--- config.mk ---
export PLATFORM = sky130hd
export DESIGN_NAME = branch_target_predictor
export DESIGN_NICKNAME = d
export VERILOG_FILES = /design/src/rtl/branch_target_predictor.sv
export SDC_FILE = /design/constraint.sdc
export NUM_CORES = 1
export LEC_CHECK = 0
export CORE_AREA = 5 5 239 357
export CTS_BUF_LIST = sky130_fd_sc_hd__clkbuf_8
export DETAILED_ROUTE_END_ITERATION = 16
export DIE_AREA = 0 0 244 362
export GPL_TIMING_DRIVEN = 0
export PLACE_DENSITY_LB_ADDON = 0.3
export SYNTH_ARGS = -nofsm -noshare
export SYNTH_HDL_FRONTEND = slang
export SYNTH_SLANG_ARGS = --single-unit
--- constraint.sdc ---
create_clock -name clk -period 10.65 [get_ports clk]
set_input_delay 3.195 -clock clk [delete_from_list [all_inputs] [get_ports clk]]
set_output_delay 3.195 -clock clk [all_outputs]
set_load 0.1 [all_outputs]
--- src/rtl/branch_target_predictor.sv ---
// Direct-mapped branch target buffer with per-entry 2-bit saturating counters.
// The fetch stage gets a zero-latency lookup (hit, direction, target) for pc_F.
// The table is trained by conditional branches leaving EX.
// Optional feature macro: BTB_PERF_CNT_EN adds branch and mispredict counters.
module branch_target_predictor #(
    parameter int ENTRIES  = 16,
    parameter int PC_WIDTH = 32
) (
    input  logic                clk,
    input  logic                rst,
    // Fetch-side lookup
    input  logic [PC_WIDTH-1:0] pc_F,
    output logic                hit_F,
    output logic                prediction_F,
    output logic [PC_WIDTH-1:0] target_F,
    // EX-side training
    input  logic                branch_E,
    input  logic                bne_E,
    input  logic                stall_EX,
    input  logic [PC_WIDTH-1:0] pc_E,
    input  logic                real_Value_E,
    input  logic [PC_WIDTH-1:0] target_E,
    input  logic                btb_clear
`ifdef BTB_PERF_CNT_EN
    ,
    output logic [31:0]         perf_branches,
    output logic [31:0]         perf_mispredicts
`endif
);

    localparam int IDX_W = $clog2(ENTRIES);
    localparam int TAG_W = PC_WIDTH - IDX_W;

    // Two-bit direction counter; only bit 1 is exposed as the prediction.
    typedef enum logic [1:0] {
        CTR_STRONG_NT = 2'b00,
        CTR_WEAK_NT   = 2'b01,
        CTR_WEAK_T    = 2'b10,
        CTR_STRONG_T  = 2'b11
    } ctr_t;

    // Entry storage. valid and ctr carry reset state; tag and target do not.
    logic                valid_q  [ENTRIES];
    ctr_t                ctr_q    [ENTRIES];
    logic [TAG_W-1:0]    tag_q    [ENTRIES];
    logic [PC_WIDTH-1:0] target_q [ENTRIES];

    // Fetch-side index/tag split
    logic [IDX_W-1:0]    f_idx;
    logic [TAG_W-1:0]    f_tag;

    // EX-side index/tag split and pre-update entry view
    logic [IDX_W-1:0]    e_idx;
    logic [TAG_W-1:0]    e_tag;
    logic                e_hit;
    ctr_t                e_ctr;
    ctr_t                ctr_next;
    logic                train;
    logic                alloc;

    assign f_idx = pc_F[IDX_W-1:0];
    assign f_tag = pc_F[PC_WIDTH-1:IDX_W];
    assign e_idx = pc_E[IDX_W-1:0];
    assign e_tag = pc_E[PC_WIDTH-1:IDX_W];

    // A branch trains only on the cycle it actually leaves EX.
    assign train = (branch_E | bne_E) & ~stall_EX;

    // Fetch lookup: purely combinational from the stored entries, no bypass of
    // a same-cycle training write.
    always_comb begin
        // NOTE: every output of a combinational block gets a default first so
        // no path can leave it unassigned and infer a latch.
        hit_F        = 1'b0;
        prediction_F = 1'b0;
        target_F     = '0;
        if (valid_q[f_idx] && (tag_q[f_idx] == f_tag)) begin
            hit_F        = 1'b1;
            prediction_F = ctr_q[f_idx][1];
            target_F     = target_q[f_idx];
        end
    end

    // EX-side view of the entry being trained, using pre-update state.
    always_comb begin
        e_hit = valid_q[e_idx] && (tag_q[e_idx] == e_tag);
        e_ctr = ctr_q[e_idx];
        alloc = train && !e_hit && real_Value_E;
    end

    // Saturating counter step in the direction of the resolved outcome.
    always_comb begin
        ctr_next = e_ctr;
        if (real_Value_E) begin
            if (e_ctr != CTR_STRONG_T) begin
                ctr_next = ctr_t'(e_ctr + 2'd1);
            end
        end else begin
            if (e_ctr != CTR_STRONG_NT) begin
                ctr_next = ctr_t'(e_ctr - 2'd1);
            end
        end
    end

    // Valid bits and counters: reset/clear to invalid + weak not-taken; clear
    // wins over a coincident training; a hit steps the counter, a taken miss
    // allocates at weak taken.
    always_ff @(posedge clk or negedge rst) begin
        if (!rst) begin
            for (int i = 0; i < ENTRIES; i++) begin
                // NOTE: state registers use non-blocking assignment so every
                // flop samples pre-edge values regardless of statement order.
                valid_q[i] <= 1'b0;
                ctr_q[i]   <= CTR_WEAK_NT;
            end
        end else if (btb_clear) begin
            for (int i = 0; i < ENTRIES; i++) begin
                valid_q[i] <= 1'b0;
                ctr_q[i]   <= CTR_WEAK_NT;
            end
        end else if (train) begin
            if (e_hit) begin
                ctr_q[e_idx] <= ctr_next;
            end else if (alloc) begin
                valid_q[e_idx] <= 1'b1;
                ctr_q[e_idx]   <= CTR_WEAK_T;
            end
        end
    end

    // Tag and target payload: written on every taken training (allocation or
    // taken hit). On a hit the tag write is a no-op since the tag matches.
    // NOTE: the payload arrays have no reset; an entry is never observed
    // while its valid bit is clear, so resetting them would only cost flops.
    always_ff @(posedge clk) begin
        if (rst && !btb_clear && train && real_Value_E) begin
            tag_q[e_idx]    <= e_tag;
            target_q[e_idx] <= target_E;
        end
    end

`ifdef BTB_PERF_CNT_EN
    logic mispredict;

    // Prediction made for pc_E from pre-update state disagreed with the outcome.
    assign mispredict = (e_hit & e_ctr[1]) != real_Value_E;

    // Performance counters: count every training and every wrong prediction;
    // they count even when a clear drops the table update. Both wrap.
    always_ff @(posedge clk or negedge rst) begin
        if (!rst) begin
            perf_branches    <= '0;
            perf_mispredicts <= '0;
        end else if (train) begin
            perf_branches <= perf_branches + 32'd1;
            if (mispredict) begin
                perf_mispredicts <= perf_mispredicts + 32'd1;
            end
        end
    end
`endif

endmodule

==> key figures <==
Finish
  • Nets: 2504
  • Final core utilization: 61.6%
  • Sequential cell area: 0.0300 mm^2
  • Synth-to-layout area growth: 15.5%
  • Share of cells above drive strength 1: 33.2%
  • Filler cells: 5673
  • Multi-input gate area: 0.0131 mm^2

Worst setup path
  • Worst setup path start: pc_F[0]
  • CP delay by family, top: buffers and inverters
  • Crit Path Max Fanout: 10
  • CP max-delay cell: mux4_2
  • CP endpoint: target_F[11]
  • Critical path arrival: 7350 ps
  • Reg2reg path depth: 10
  • R2R Path End: ctr_q[23]
  • Element type at the critical path start: primary input
  • WP depth: 13
  • Crit path cell chain: clkbuf_1, buf_4, buf_6, mux4_2, mux4_2, xor2_1, nor4_4, nand3_1, nor3_2, buf_6, clkbuf_2, and3_1, buf_2
  • Crit path buf inv count: 6
  • RR Startpoint: tag_q[3][19]
  • Reg2reg setup slack: 6410 ps
  • Worst Path Required: 7460 ps
  • CP peak stage delay: 570 ps
  • CP Capture Type: primary output
  • Crit path kind: primary input to primary output

STA
  • Worst hold slack: 522 ps
  • Crit path time final: 10540 ps
  • Clk_skew: 38.1 ps
  • Final hold violation count: 0
  • Final WS setup: 106 ps
  • Max-slew headroom: 16.0%
  • RSZ-0062 raised after global routing: no
  • Worst Max-Slew Pin Slew: 1260 ps
  • # setup viols final: 0
  • Period utilisation layout: 99.0%
  • Max Fclk: 0.0948 GHz
  • Slew Limit Fails: 0

Floorplanning
  • Core footprint: 0.0820 mm^2
  • Die area: 0.0883 mm^2
  • Starting Density: 53.3%
  • Chip width: 244 um
  • Core Rows: 129
  • Die H: 362 um
  • IO Pins: 137

Clocking
  • Clock Latency Late Sink: 870 ps
  • H-Tree Depth: 4
  • CTS root buffer: clkbuf_8
  • Cts hold-fix bufs: 0
  • TritonCTS clock tree: yes
  • Bufs on Longest Clock Path: 3
  • Total CTS buffers: 144
  • CTS Sinks: 1008
  • Clock transition at path regs: 60 ps

Yosys
  • Post-synth EDFFs: 960
  • Synth async-reset ratio: 4.76%
  • Syn nets: 2175
  • Cells taking the most area after synthesis: edfxtp_1 (66%), mux4_2 (20%), dfrtp_1 (1.8%)
  • Cell taking the most area after synthesis: edfxtp_1
  • Synth cell types: 69
  • Sequential area share after synthesis: 68.8%
  • Synth top cells by count: edfxtp_1 (960), mux4_2 (390), mux2i_1 (79), clkbuf_1 (65), nor2_1 (43)
  • Cell Area, Synth: 0.0437 mm^2
  • Cells after Synth: 2072
  • Mean Syn Cell Area: 21.1 um^2
  • Synth Warn #: 0
  • Top cell type's share of synthesized area: 66.0%
  • Synth Register Bits: 1008
  • Synth Flop Type: edfxtp_1
  • Most frequent cell after synthesis: edfxtp_1

Route
  • Met1 wire length: 42700 um
  • WL/cell: 36.3 um
  • Total Wirelength: 130000 um
  • ANT nets after route: 0
  • First-pass detailed-route iteration total: 6
  • Met2 wire length: 65200 um
  • Top routing layer in use: met5
  • Met3 wire len: 12700 um
  • Initial drt markers: 3423
  • Vias/cell: 6.91
  • # DRC: 0
  • DR vias: 24700

Power and ir drop
  • VDD IR max: 0.000127 V
  • Static leakage power: 16.4 nW
  • Total power draw: 7.98 mW
  • Power per cell area: 158 mW/mm^2

Placed design
  • Port Buffers: 128
  • Placer Congestion: 0.916
  • DP Worst Slack: -2310 ps
  • DP HPWL: 86000 um

Global routing
  • Largest net degree at the start of global routing: 28
  • Tot GR Track Use: 29.5%
  • Initial antenna violation count: 11
  • Vias in the first global route: 26000
  • First-pass GRT wire length: 184000 um
  • GRT Residual Overflow: 0

Hold path
  • HP Class: flip-flop to flip-flop

Run status
  • Status: completed

Job
  • Max-Cap Viols: 0
-- stage by stage --
| step | TNS, ps | area, um^2 | instances |
|---|---|---|---|
| 4_1_cts | 0 | 50500 | 3568 |
| 2_1_floorplan | 0 | 43700 | 2072 |
| 5_1_grt | 0 | 50500 | 3571 |
| 6_report | 0 | 50500 | 3576 |
| 3_3_place_gp | -2286710 | 46300 | 3248 |
| 3_5_place_dp | -72320 | 47600 | 3303 |
-- layout by cell type, fill, tap and decap left out, types with 12 or more instances in the layout --
cell and n:
nand2_1 36, nor4_1 12, clkbuf_1 38, mux2i_1 79
o211ai_1 36, clkbuf_2 24, xnor2_1 37, o21ai_0 20
buf_16 16, clkdlybuf4s50_1 93, dfstp_2 16, buf_2 41
mux4_1 14, inv_1 36, buf_4 37, clkinv_2 27
clkinv_1 40, xor2_1 16, nor2_4 16, buf_12 37
mux4_2 390, a22oi_1 27, and3_1 42, nor2_1 27
edfxtp_1 960, buf_6 13, dfrtp_1 32, clkbuf_8 151
a31oi_1 18
-- logic make-up (layout without fill, tap and decap cells) --
group                      count (synthesis)  in the layout  synth area share [%]
other                                      0              8                     0
buffers and inverters                    148            596                  1.68
AOI/OAI and AO/OA                        163            163                  2.90
and+or+nand+nor                          206            206                  2.57
muxes                                    492            492                  23.0
adders and majority gates                  1              1                0.0229
DFF                                     1008           1008                  68.8
xor gates and xnor gates                  54             54                  1.08
-- sequential cells by signal (all words and copies together) (netlist names) --
register,count
valid_q,16
ctr_q,32
tag_q,448
target_q,512
-- metal layers --
metal  GRT usage [%]  up-vias
met5               0        -
met4            17.6        6
met3            7.39      450
met2            48.9     1752
met1            35.3    12900
li1                -     9640
-- final cells by class --
type	instances	share of cell area [%]
sequential	1008	59.5
buffer	140	1.62
antenna	8	0.0397
multi-input combinational	916	25.9
inverter	8	0.0595
tap	1048	2.60
clock inverter	114	1.45
timing repair buffer	183	4.70
clock buffer	151	4.12
-- report_power, final --
part	leakage [nW]	internal, mW	total, mW	switching, mW
sequential	9.24	4.35	4.36	0.00589
combinational	5.64	0.252	0.597	0.345
clock	1.56	1.52	3.03	1.51
-- tightest hold or removal path, stage by stage (launching register included) --
cell	delay, ps
dfstp_2	370
o21ai_0	60
o211ai_1	90
-- what timing repair did --
action                                  in CTS  in global routing
endpoints found under the hold margin        0                  0
pin swaps                                    1                  0
resized for setup                          247                 14
endpoints found under the setup margin      34                 25
setup buffers                                0                  0
-- worst min path at each step --
stage / slack [ps] / startpoint / end / depth (start not counted)
floorplan: 470 / valid_q[3] / valid_q[3] / 2
global placement: 500 / valid_q[15] / valid_q[15] / 2
detailed placement: 520 / valid_q[1] / valid_q[1] / 2
CTS: 530 / ctr_q[24] / ctr_q[24] / 2
global route: 540 / ctr_q[24] / ctr_q[24] / 2
finish: 520 / ctr_q[0] / ctr_q[0] / 2
Note: power is estimated with default switching activity, not from simulation.
